**config.mk**
```make
export PLATFORM = sky130hd
export DESIGN_NAME = uart_rx_param
export DESIGN_NICKNAME = d
export VERILOG_FILES = /design/src/rtl/uart_rx_param.sv
export SDC_FILE = /design/constraint.sdc
export NUM_CORES = 1
export LEC_CHECK = 0
export ABC_AREA = 1
export CAP_MARGIN = 30
export CORE_MARGIN = 2
export CORE_UTILIZATION = 40
export CTS_BUF_LIST = sky130_fd_sc_hd__clkbuf_16
export DETAILED_ROUTE_END_ITERATION = 8
export GPL_TIMING_DRIVEN = 0
export PLACE_DENSITY = 0.68
export SYNTH_ARGS = -nofsm -noshare
export SYNTH_HDL_FRONTEND = slang
export SYNTH_SLANG_ARGS = --single-unit
```
**constraint.sdc**
```tcl
create_clock -name clk -period 2.3 [get_ports clk]
set_clock_uncertainty 0.1 [all_clocks]
set_input_delay 0.46 -clock clk [delete_from_list [all_inputs] [get_ports clk]]
set_output_delay 0.46 -clock clk [all_outputs]
set_load 0.02 [all_outputs]
```
**src/rtl/uart_rx_param.sv**
```systemverilog
// Parametrised UART receiver: 2-flop synchroniser, mid-bit sampling from a baud
// divider, configurable data/parity/stop format and a valid/ack output register.
module uart_rx_param #(
  parameter int CLKS_PER_BIT = 868,
  parameter int DATA_BITS    = 8,
  parameter int PARITY_EN    = 0,
  parameter int PARITY_ODD   = 0,
  parameter int STOP_BITS    = 1
) (
  input  logic                 clk,
  input  logic                 reset,
  input  logic                 rx,
  input  logic                 data_ack,
  output logic [DATA_BITS-1:0] data,
  output logic                 valid,
  output logic                 parity_err,
  output logic                 frame_err,
  output logic                 overrun,
  output logic                 busy
);

  localparam int CW = $clog2(CLKS_PER_BIT);
  localparam int IW = $clog2(DATA_BITS + 1);
  localparam logic [CW-1:0] HALF_LAST = CW'(CLKS_PER_BIT / 2 - 1);
  localparam logic [CW-1:0] FULL_LAST = CW'(CLKS_PER_BIT - 1);
  localparam logic [IW-1:0] IDX_LAST  = IW'(DATA_BITS - 1);
  localparam logic          ODD       = (PARITY_ODD != 0);

  typedef enum logic [2:0] {IDLE, START, DATA, PARITY, STOP} state_t;

  state_t               state, state_next;
  logic                 sync1, rx_s, rx_prev;
  logic [CW-1:0]        cnt;
  logic [IW-1:0]        idx;
  logic [DATA_BITS-1:0] shift;
  logic                 perr, ferr, stop_idx;
  logic                 half_tick, full_tick, fall, stop_last, done;

  assign half_tick = (cnt == HALF_LAST);
  assign full_tick = (cnt == FULL_LAST);
  assign fall      = ~rx_s & rx_prev;
  assign stop_last = (STOP_BITS == 1) || stop_idx;
  assign busy      = (state != IDLE);

  // Synchroniser and edge-detect history idle high so reset never looks like a start edge.
  always_ff @(posedge clk or posedge reset) begin
    if (reset) begin
      sync1   <= 1'b1;
      rx_s    <= 1'b1;
      rx_prev <= 1'b1;
    end else begin
      sync1   <= rx;
      rx_s    <= sync1;
      rx_prev <= rx_s;
    end
  end

  always_ff @(posedge clk or posedge reset) begin
    if (reset) state <= IDLE;
    else       state <= state_next;
  end

  always_comb begin
    state_next = state;
    done       = 1'b0;
    case (state)
      IDLE:   if (fall) state_next = START;
      START:  if (half_tick) state_next = rx_s ? IDLE : DATA;
      DATA:   if (full_tick && idx == IDX_LAST)
                state_next = (PARITY_EN != 0) ? PARITY : STOP;
      PARITY: if (full_tick) state_next = STOP;
      STOP:   if (full_tick && stop_last) begin
                done       = 1'b1;
                state_next = IDLE;
              end
      default: state_next = IDLE;
    endcase
  end

  // Counter restarts at the half-bit point so every later sample lands mid-bit.
  always_ff @(posedge clk or posedge reset) begin
    if (reset) begin
      cnt      <= '0;
      idx      <= '0;
      shift    <= '0;
      perr     <= 1'b0;
      ferr     <= 1'b0;
      stop_idx <= 1'b0;
    end else begin
      case (state)
        IDLE: begin
          cnt      <= '0;
          idx      <= '0;
          perr     <= 1'b0;
          ferr     <= 1'b0;
          stop_idx <= 1'b0;
        end
        START:   cnt <= half_tick ? '0 : cnt + 1'b1;
        default: cnt <= full_tick ? '0 : cnt + 1'b1;
      endcase
      if (full_tick) begin
        case (state)
          DATA: begin
            shift <= {rx_s, shift[DATA_BITS-1:1]};
            idx   <= idx + 1'b1;
          end
          PARITY: perr <= ((^shift) ^ rx_s) != ODD;
          STOP: begin
            ferr     <= ferr | ~rx_s;
            stop_idx <= stop_idx + 1'b1;
          end
          default: ;
        endcase
      end
    end
  end

  // A completion always wins over an ack on the same edge.
  always_ff @(posedge clk or posedge reset) begin
    if (reset) begin
      data       <= '0;
      valid      <= 1'b0;
      parity_err <= 1'b0;
      frame_err  <= 1'b0;
      overrun    <= 1'b0;
    end else if (done) begin
      data       <= shift;
      parity_err <= (PARITY_EN != 0) ? perr : 1'b0;
      frame_err  <= ferr | ~rx_s;
      valid      <= 1'b1;
      overrun    <= valid & ~data_ack;
    end else if (valid && data_ack) begin
      valid   <= 1'b0;
      overrun <= 1'b0;
    end
  end

endmodule

```
# After elaboration in Yosys (flattened, before gate mapping)
# Cells that the tools add are included.
op_classes:
  addsub: 2
  eq_ne: 12
  muxes: 21
  bitwise_logic: 5
  reduce_logical: 7
op_table:
  columns: ["op", "count"]
  rows:
  - ["$mux W10", 2]
  - ["$pmux W10 S2", 1]
  - ["$mux W3", 5]
  - ["$pmux W3 S5", 1]
  - ["$mux W4", 3]
  - ["$add A10 B1 Y10 const B", 1]
  - ["$eq A10 B10 Y1 const B", 1]
  - ["$eq A10 B9 Y1 const B", 1]
  - ["$ne A2 B2 Y1 const B", 5]
  - ["$mux W1", 8]
  - ["$eq A3 B2 Y1 const B", 2]
  - ["$reduce_and A5 Y1", 1]
  - ["$add A4 B1 Y4 const B", 1]
  - ["$eq A4 B3 Y1 const B", 1]
  - ["$eq A3 B1 Y1 const B", 1]
  - ["$eq A3 B3 Y1 const B", 1]
  - ["$logic_not A3 Y1", 1]
  - ["$reduce_bool A3 Y1", 1]
  - ["$and A1 B1 Y1", 2]
  - ["$logic_and A1 B1 Y1", 2]
  - ["$mux W2", 1]
  - ["$not A1 Y1", 2]
  - ["$reduce_and A2 Y1", 1]
  - ["$reduce_bool A2 Y1", 1]
  - ["$or A1 B1 Y1", 1]
word_totals:
  register_bits: 40
  inputBits: 4
  output_inout_bits: 13
  elab_cells: 59

# Longest topological paths before layout
# Gate-level depths: netlist (run 1).
depth:
  ltp_word: 4
  ltp_mapped: 10
  mapped_depth_nobuf: 10

# Worst setup path before layout (run 1)
# No wires, ideal clock.
synth_timing:
  path_type: "register to register"
  from: "register cnt[0]"
  to: "register frame_err"
  setup_ps: 124
  arrival_ps: 1334
  required_time_ps: 2076
  slack_ps: 742
  path_stages_with_launch: 10
  n_path_buf: 1
  synth_period_minus_slack_ps: 1558
  path_cell_list: "dfrtp_1 ha_1 inv_1 nor3_1 nand2_1 nor2_2 inv_2 buf_6 nand2_1 nand2_1"
synth_via:
  elab_chain_len: 3
synth_rtl:
  columns: ["element", "line_no", "rtl"]
  rows:
  - ["from (decl)", "33", "logic [CW-1:0] cnt;"]
  - ["from (signal assigned)", "98", "START: cnt <= half_tick ? '0 : cnt + 1'b1;"]
  - ["from (signal assigned)", "99", "default: cnt <= full_tick ? '0 : cnt + 1'b1;"]
  - ["$eq A10 B10 Y1", "40", "assign full_tick = (cnt == FULL_LAST);"]
  - ["$mux W1", "72", "STOP: if (full_tick && stop_last) begin"]
  - ["$mux W1", "66", "case (state)"]
  - ["to (signal assigned)", "129", "frame_err <= ferr | ~rx_s;"]
  - ["to (decl)", "17", "output logic frame_err,"]
# No other way between the ends.
# A chain may end at the register's enable or synchronous reset.

# Worst setup path after layout (run 1)
layout_timing:
  from: "register state[1]"
  to: "output port busy"
layout_via:
  elab_chain_len: 1
layout_rtl:
  columns: ["element", "line_no", "rtl"]
  rows:
  - ["from (decl)", "31", "state_t state, state_next;"]
  - ["from (signal assigned)", "60", "else state <= state_next;"]
  - ["$reduce_bool A3 Y1", "43", "assign busy = (state != IDLE);"]
  - ["to (decl)", "19", "output logic busy"]
# No other way between the ends.

==> flow_summary.toml, run 1 <==
[synth]
synth_edf_count = 0
synthMuxAreaShare_pct = 0
synth_common_cells = "59 x nand2_1, 37 x dfrtp_1, 29 x inv_1, 21 x nor2_1, 19 x o21ai_0"
yosys_register_bits = 40
synth_area_um2 = 1846
synth_compound_area_share_pct = 11.32
yosys-top-cells-area = "dfrtp_1 50%, nand2_1 12%, inv_1 5.9%, o21ai_0 5.2%, dfstp_2 4.3%"
yosysMostFrequentCell = "nand2_1"
yosys.area_share.simple_pct = 23.46
synth_nets = 226
synthXorXnorAreaFrac_pct = 0.9492
async_reset_ff_share_pct = 100.0
synth-seq-area-share_pct = 54.44
synth.avg_cell_area_um2 = 8.427
synth_top_family_by_area = "simple AND/OR/NAND/NOR gates"
yosysTopAreaCell = "dfrtp_1"
yosys.area.top_type_share_pct = 50.17
post_synth_num_cell_types = 25
netlist_instances = 219
synth_ff_type = "dfrtp_1"
yosysWarnings = 0
yosys.area_share.adder_pct = 2.034

[setup_path]
critPathMaxFanout = 6
r2r_end = "data[0]$_DFFE_PP0P_"
critPathSlowestCell = "dfrtp_1"
crit_top_cell = "inv_1"
criticalPathCategory = "register to output pin"
worst_ep_required_time_ns = 1.74
r2r_setup_slack_ns = 0.58
r2r_cells = 9
crit_path_end_kind = "output pin"
arrival_ns = 1.52
critPathLaunchType = "register"
reg2reg_from = "cnt[0]$_DFF_PP0_"
crit_chain = "inv_1 -> nand2_1 -> nor2_1 -> inv_1 -> dlygate4sd2_1"
cpPeakStageDelay_ns = 0.36

[placement]
place_congestion = 0.8263
io_buffers = 15
hpwl_mm = 2.405

[drt]
vias_per_cell = 4.963
dr.pass1.iters = 4
detailroute.via_count = 1459
drc = 0
drt-initial-drc-count = 87
drtAntennaViolNets = 0
wirelength_mm = 3.312
wl_per_cell_um = 11.27

[die]
start_util_pct = 41.81
dieWidth_um = 71.93
die_h_um = 71.93
die-area_um2 = 5173
core_um2 = 4414
ios = 17
rows = 24

[clocking]
path_clk_slew_ns = 0.06
clk_latency_ns = 0.28
htree_levels = 2
cts-root-buf = "clkbuf_16"
clk_path_buf_depth = 2
cts_buffers = 5
clock_sinks = 40
cts_setup_buffers = 0
cts_tree = "built"

[power]
pwr-share-seq_pct = 44.4
clkPwrFrac_pct = 38.8
intPower_w = 0.001223
power.switching_w = 0.0005032
cellPowerDensity_nw_per_um2 = 783.6
fin_total_pwr_w = 0.001726
pwr-share-comb_pct = 16.8
p_leak_nw = 1.009
ir_drop_mv = 0.5516
swShare_pct = 29.14

[timing]
tightest_slew_ns = 0.8027
hold_viol_final = 0
clock.fmax_mhz = 479.6
drv_slew = 0
setup_viol = 0
timing.hold.ws_ns = 0.2548
fin_crit_ns = 2.085
rsz0062_at_grt = "false"
fin_crit_sh_pct = 90.65
relSlewSlack_pct = 46.41

[final_layout]
final_nets = 248
final_layout_size_suffix_gt1_share_pct = 11.16
synthToLayoutAreaGrowth_pct = 19.39
diodes = 0

[min_path]
whs_endpoint = "rx_s$_DFF_PP1_"
hp-class = "register to register"
min_path_cells = 0
hp-start = "sync1$_DFF_PP1_"

[run_status]
status = "completed"

[grt]
overflow = 0
grt_use_total_pct = 14.97
grt_pass1_wl_mm = 6.058
grt_start_max_net_pins = 41
antenna_found_initial = 0
grt_pass1_vias = 1396

[run]
maxCapViolCount = 0
==> worst max path at each step <==
| stage | from | end | slack, ns | cells after the start |
|---|---|---|---|---|
| 3_3_place_gp | reset | state[2]$_DFFE_PP0P_ | -0.02 | 2 |
| 6_report | state[1]$_DFFE_PP0P_ | busy | 0.22 | 5 |
| 4_1_cts | state[1]$_DFFE_PP0P_ | busy | 0.21 | 5 |
| 2_1_floorplan | cnt[0]$_DFF_PP0_ | frame_err$_DFFE_PP0P_ | 0.74 | 9 |
| 5_1_grt | state[1]$_DFFE_PP0P_ | busy | 0.11 | 5 |
| 3_5_place_dp | state[1]$_DFFE_PP0P_ | busy | 0.29 | 5 |
==> logic make-up after synthesis <==
logic type,Yosys count
AND/OR/NAND/NOR,104
flip-flops,40
AO/OA/AOI/OAI,35
buffers and inverters,34
adder cells (fa/ha/maj),3
XOR/XNOR,2
other,1
==> critical path: cells and delay by family, from the launching register on <==
kind | cells | cell delay [ns]
simple gates | 2 | 0.30
flops | 1 | 0.36
buf+inv | 3 | 0.59
==> cell type report <==
cell class / instances / area, µm²
fill: 437 / 2211
sequential: 40 / 1005
multi-input combinational: 145 / 700.7
timing repair buffer: 15 / 148.9
clock buffer: 5 / 125.1
inverter: 30 / 112.6
tap: 52 / 65.06
buffer: 4 / 27.53
clock inverter: 3 / 18.77
==> power by group through the flow <==
stage	Combinational, W	Sequential, W	Clock, W
2_1_floorplan	0.000222	0.000771	0
3_3_place_gp	0.000296	0.000776	0
3_5_place_dp	0.000303	0.000778	0
4_1_cts	0.000296	0.000767	0.000686
5_1_grt	0.000346	0.000770	0.000716
6_report	0.000290	0.000767	0.000670
==> registers in the layout, indices dropped and copies added, names as in the netlist <==
register   cells
cnt           10
data           8
shift          8
idx            4
state          3
ferr           1
frame_err      1
overrun        1
rx_prev        1
rx_s           1
sync1          1
valid          1
==> stage by stage <==
stage	setup slack, ns	util [%]	setup TNS [ns]	area (µm²)	instances
after floorplan	0.7417	-	0	1846	219
after detailed placement	0.2921	46.68	0	2061	286
final	0.2150	49.92	0	2203	294
after CTS	0.2087	49.92	0	2203	294
after global placement	-0.01996	46.68	-0.6536	2061	286
after global routing	0.1050	49.92	0	2203	294
==> cells in the final DEF, fill, tap and decap left out <==
cell type,instances
conb_1,1
nor2_1,21
clkdlybuf4s50_1,14
nand3_1,15
o21ai_2,7
nand2_1,59
nand4_1,2
clkbuf_16,5
clkinv_1,1
nor3_1,2
o21ai_0,19
or2_2,1
ha_1,3
buf_4,1
nor2_2,2
clkbuf_1,1
xor2_1,1
inv_2,2
dfstp_2,3
clkinvlp_4,2
xnor2_1,1
inv_1,28
buf_6,1
a21oi_1,6
dlygate4sd2_1,1
nor3_2,1
dfrtp_1,37
nand2_2,1
o21bai_1,3
buf_2,1
==> routing by layer <==
layer	up-vias	GRT usage, %	share of wire (%)
li1	738	-	-
met1	680	19.47	47
met2	32	23.66	46
met3	9	3.333	3.7
met4	0	7.547	2.8
met5	-	0	0
==> repair_timing <==
action	in CTS	in global routing
hold buffers	0	0
gates resized for setup	1	0
setup endpoints to repair	1	0
Note: power is estimated with default switching activity, not from simulation.
==> run 2: changes to the inputs <==
- CAP_MARGIN: 30 -> 20
==> results of run 2 <==
Final layout, timing and power as in run 1 (identical DEF).
==> run 3: changes to the inputs <==
- SKIP_CTS_REPAIR_TIMING: unset -> 1
==> flow_summary.toml, run 3 (synthesized netlist as in run 1, its figures left out) <==
[grt]
grt_start_max_net_pins = 41
grt_pass1_wl_mm = 6.058
antenna_found_initial = 0
grt_use_total_pct = 14.97
grt_pass1_vias = 1396
overflow = 0

[setup_path]
crit_top_cell = "inv_1"
worst_ep_required_time_ns = 1.74
critPathLaunchType = "register"
arrival_ns = 1.41
cpPeakStageDelay_ns = 0.36
critPathSlowestCell = "dfrtp_1"
criticalPathCategory = "register to output pin"
crit_chain = "inv_1 -> nand2_1 -> nor2_1 -> inv_1 -> dlymetal6s2s_1"
critPathMaxFanout = 6
crit_path_end_kind = "output pin"

[die]
rows = 24
core_um2 = 4414
ios = 17
die_h_um = 71.93
dieWidth_um = 71.93
start_util_pct = 41.81
die-area_um2 = 5173

[timing]
fin_crit_ns = 1.971
tightest_slew_ns = 0.8028
clock.fmax_mhz = 507.3
fin_crit_sh_pct = 85.70
timing.hold.ws_ns = 0.2548
setup_ws_ns = 0.3288
relSlewSlack_pct = 46.40
hold_viol_final = 0
setup_viol = 0
drv_slew = 0
rsz0062_at_grt = "false"
finalSetupTns_ns = 0

[final_layout]
final_cell_mix = "59 x nand2_1, 37 x dfrtp_1, 28 x inv_1"
largest_register = "cnt"
finalInstanceArea_um2 = 2207
layout.cells.non_filler = 294
final_common_cell = "nand2_1"
final_nets = 248
largest_reg_flops = 10
fill_cells = 436
reg_top3 = "cnt: 10 flops, data: 8 flops, shift: 8 flops"
synthToLayoutAreaGrowth_pct = 19.59
diodes = 0
final_layout_size_suffix_gt1_share_pct = 11.16

[power]
intPower_w = 0.001228
swShare_pct = 29.06
power.switching_w = 0.0005033
p_leak_nw = 1.017
cellPowerDensity_nw_per_um2 = 784.6
pwr-share-seq_pct = 44.3
clkPwrFrac_pct = 38.6
pwr-share-comb_pct = 17.1
ir_drop_mv = 0.5513

[placement]
hpwl_mm = 2.405
dp_slack_ns = 0.2921
dp_cells = 286
io_buffers = 15
place_congestion = 0.8263
placed_area_um2 = 2061

[clocking]
cts_tree = "built"
path_clk_slew_ns = 0.06
htree_levels = 2
cts-root-buf = "clkbuf_16"
clock_sinks = 40
clk_path_buf_depth = 2
cts_buffers = 5
clk_latency_ns = 0.28

[drt]
drc = 0
wl_per_cell_um = 11.22
detailroute.via_count = 1450
wirelength_mm = 3.300
vias_per_cell = 4.932
drt-initial-drc-count = 95
drtAntennaViolNets = 0
dr.pass1.iters = 4

[run_status]
status = "completed"

[min_path]
hp-class = "register to register"

[run]
maxCapViolCount = 0
==> run 3: cell count changes in the layout (fill, tap and decap cells not counted) <==
cell	change
dlygate4sd2_1	-1
dlymetal6s2s_1	+1
==> run 3: layout make-up <==
class / count / area, µm² / share of cell area, %
buffer: 4 / 27.53 / 1.247
clock buffer: 5 / 125.1 / 5.669
clock inverter: 3 / 18.77 / 0.8503
inverter: 30 / 112.6 / 5.102
multi-input combinational: 145 / 700.7 / 31.75
sequential: 40 / 1005 / 45.52
tap: 52 / 65.06 / 2.948
timing repair buffer: 15 / 152.6 / 6.916
==> run 3: power groups by stage <==
stage | combinational [W] | clock (W) | sequential [W]
after floorplan | 0.000222 | 0 | 0.000771
after global placement | 0.000296 | 0 | 0.000776
after detailed placement | 0.000303 | 0 | 0.000778
after CTS | 0.000303 | 0.000686 | 0.000767
after global routing | 0.000352 | 0.000716 | 0.000770
final | 0.000296 | 0.000669 | 0.000767
==> run 3: stage by stage <==
step           utilization (%)  power [W]
2_1_floorplan                -  0.0009935
3_3_place_gp             46.68   0.001072
3_5_place_dp             46.68   0.001081
4_1_cts                  49.94   0.001756
5_1_grt                  50.00   0.001838
6_report                 50.00   0.001732
==> run 3: worst max-delay path: cells and delay by family (launching register included) <==
family / cells / cell delay [ns]
buf+inv: 3 / 0.47
flops: 1 / 0.36
simple gates: 2 / 0.30
==> run 3: path summary, 6_finish.rpt <==
path                                 startpoint                  end  slack [ns]  cells after the start
max                        state[1]$_DFFE_PP0P_                 busy        0.33                      5
min                             sync1$_DFF_PP1_       rx_s$_DFF_PP1_        0.25                      0
max reg2reg                    cnt[0]$_DFF_PP0_  data[0]$_DFFE_PP0P_        0.58                      9
min reg2reg                     sync1$_DFF_PP1_       rx_s$_DFF_PP1_        0.25                      0
max in group asynchronous                 reset     cnt[9]$_DFF_PP0_        1.03                      2
min in group asynchronous                 reset     cnt[3]$_DFF_PP0_        0.56                      2
==> run 3: layer usage <==
metal	up-vias	wire, µm	GRT usage [%]
met5	-	0	0
met4	0	93	7.547
met3	9	136	3.333
met2	33	1502	23.66
met1	670	1568	19.47
li1	738	-	-
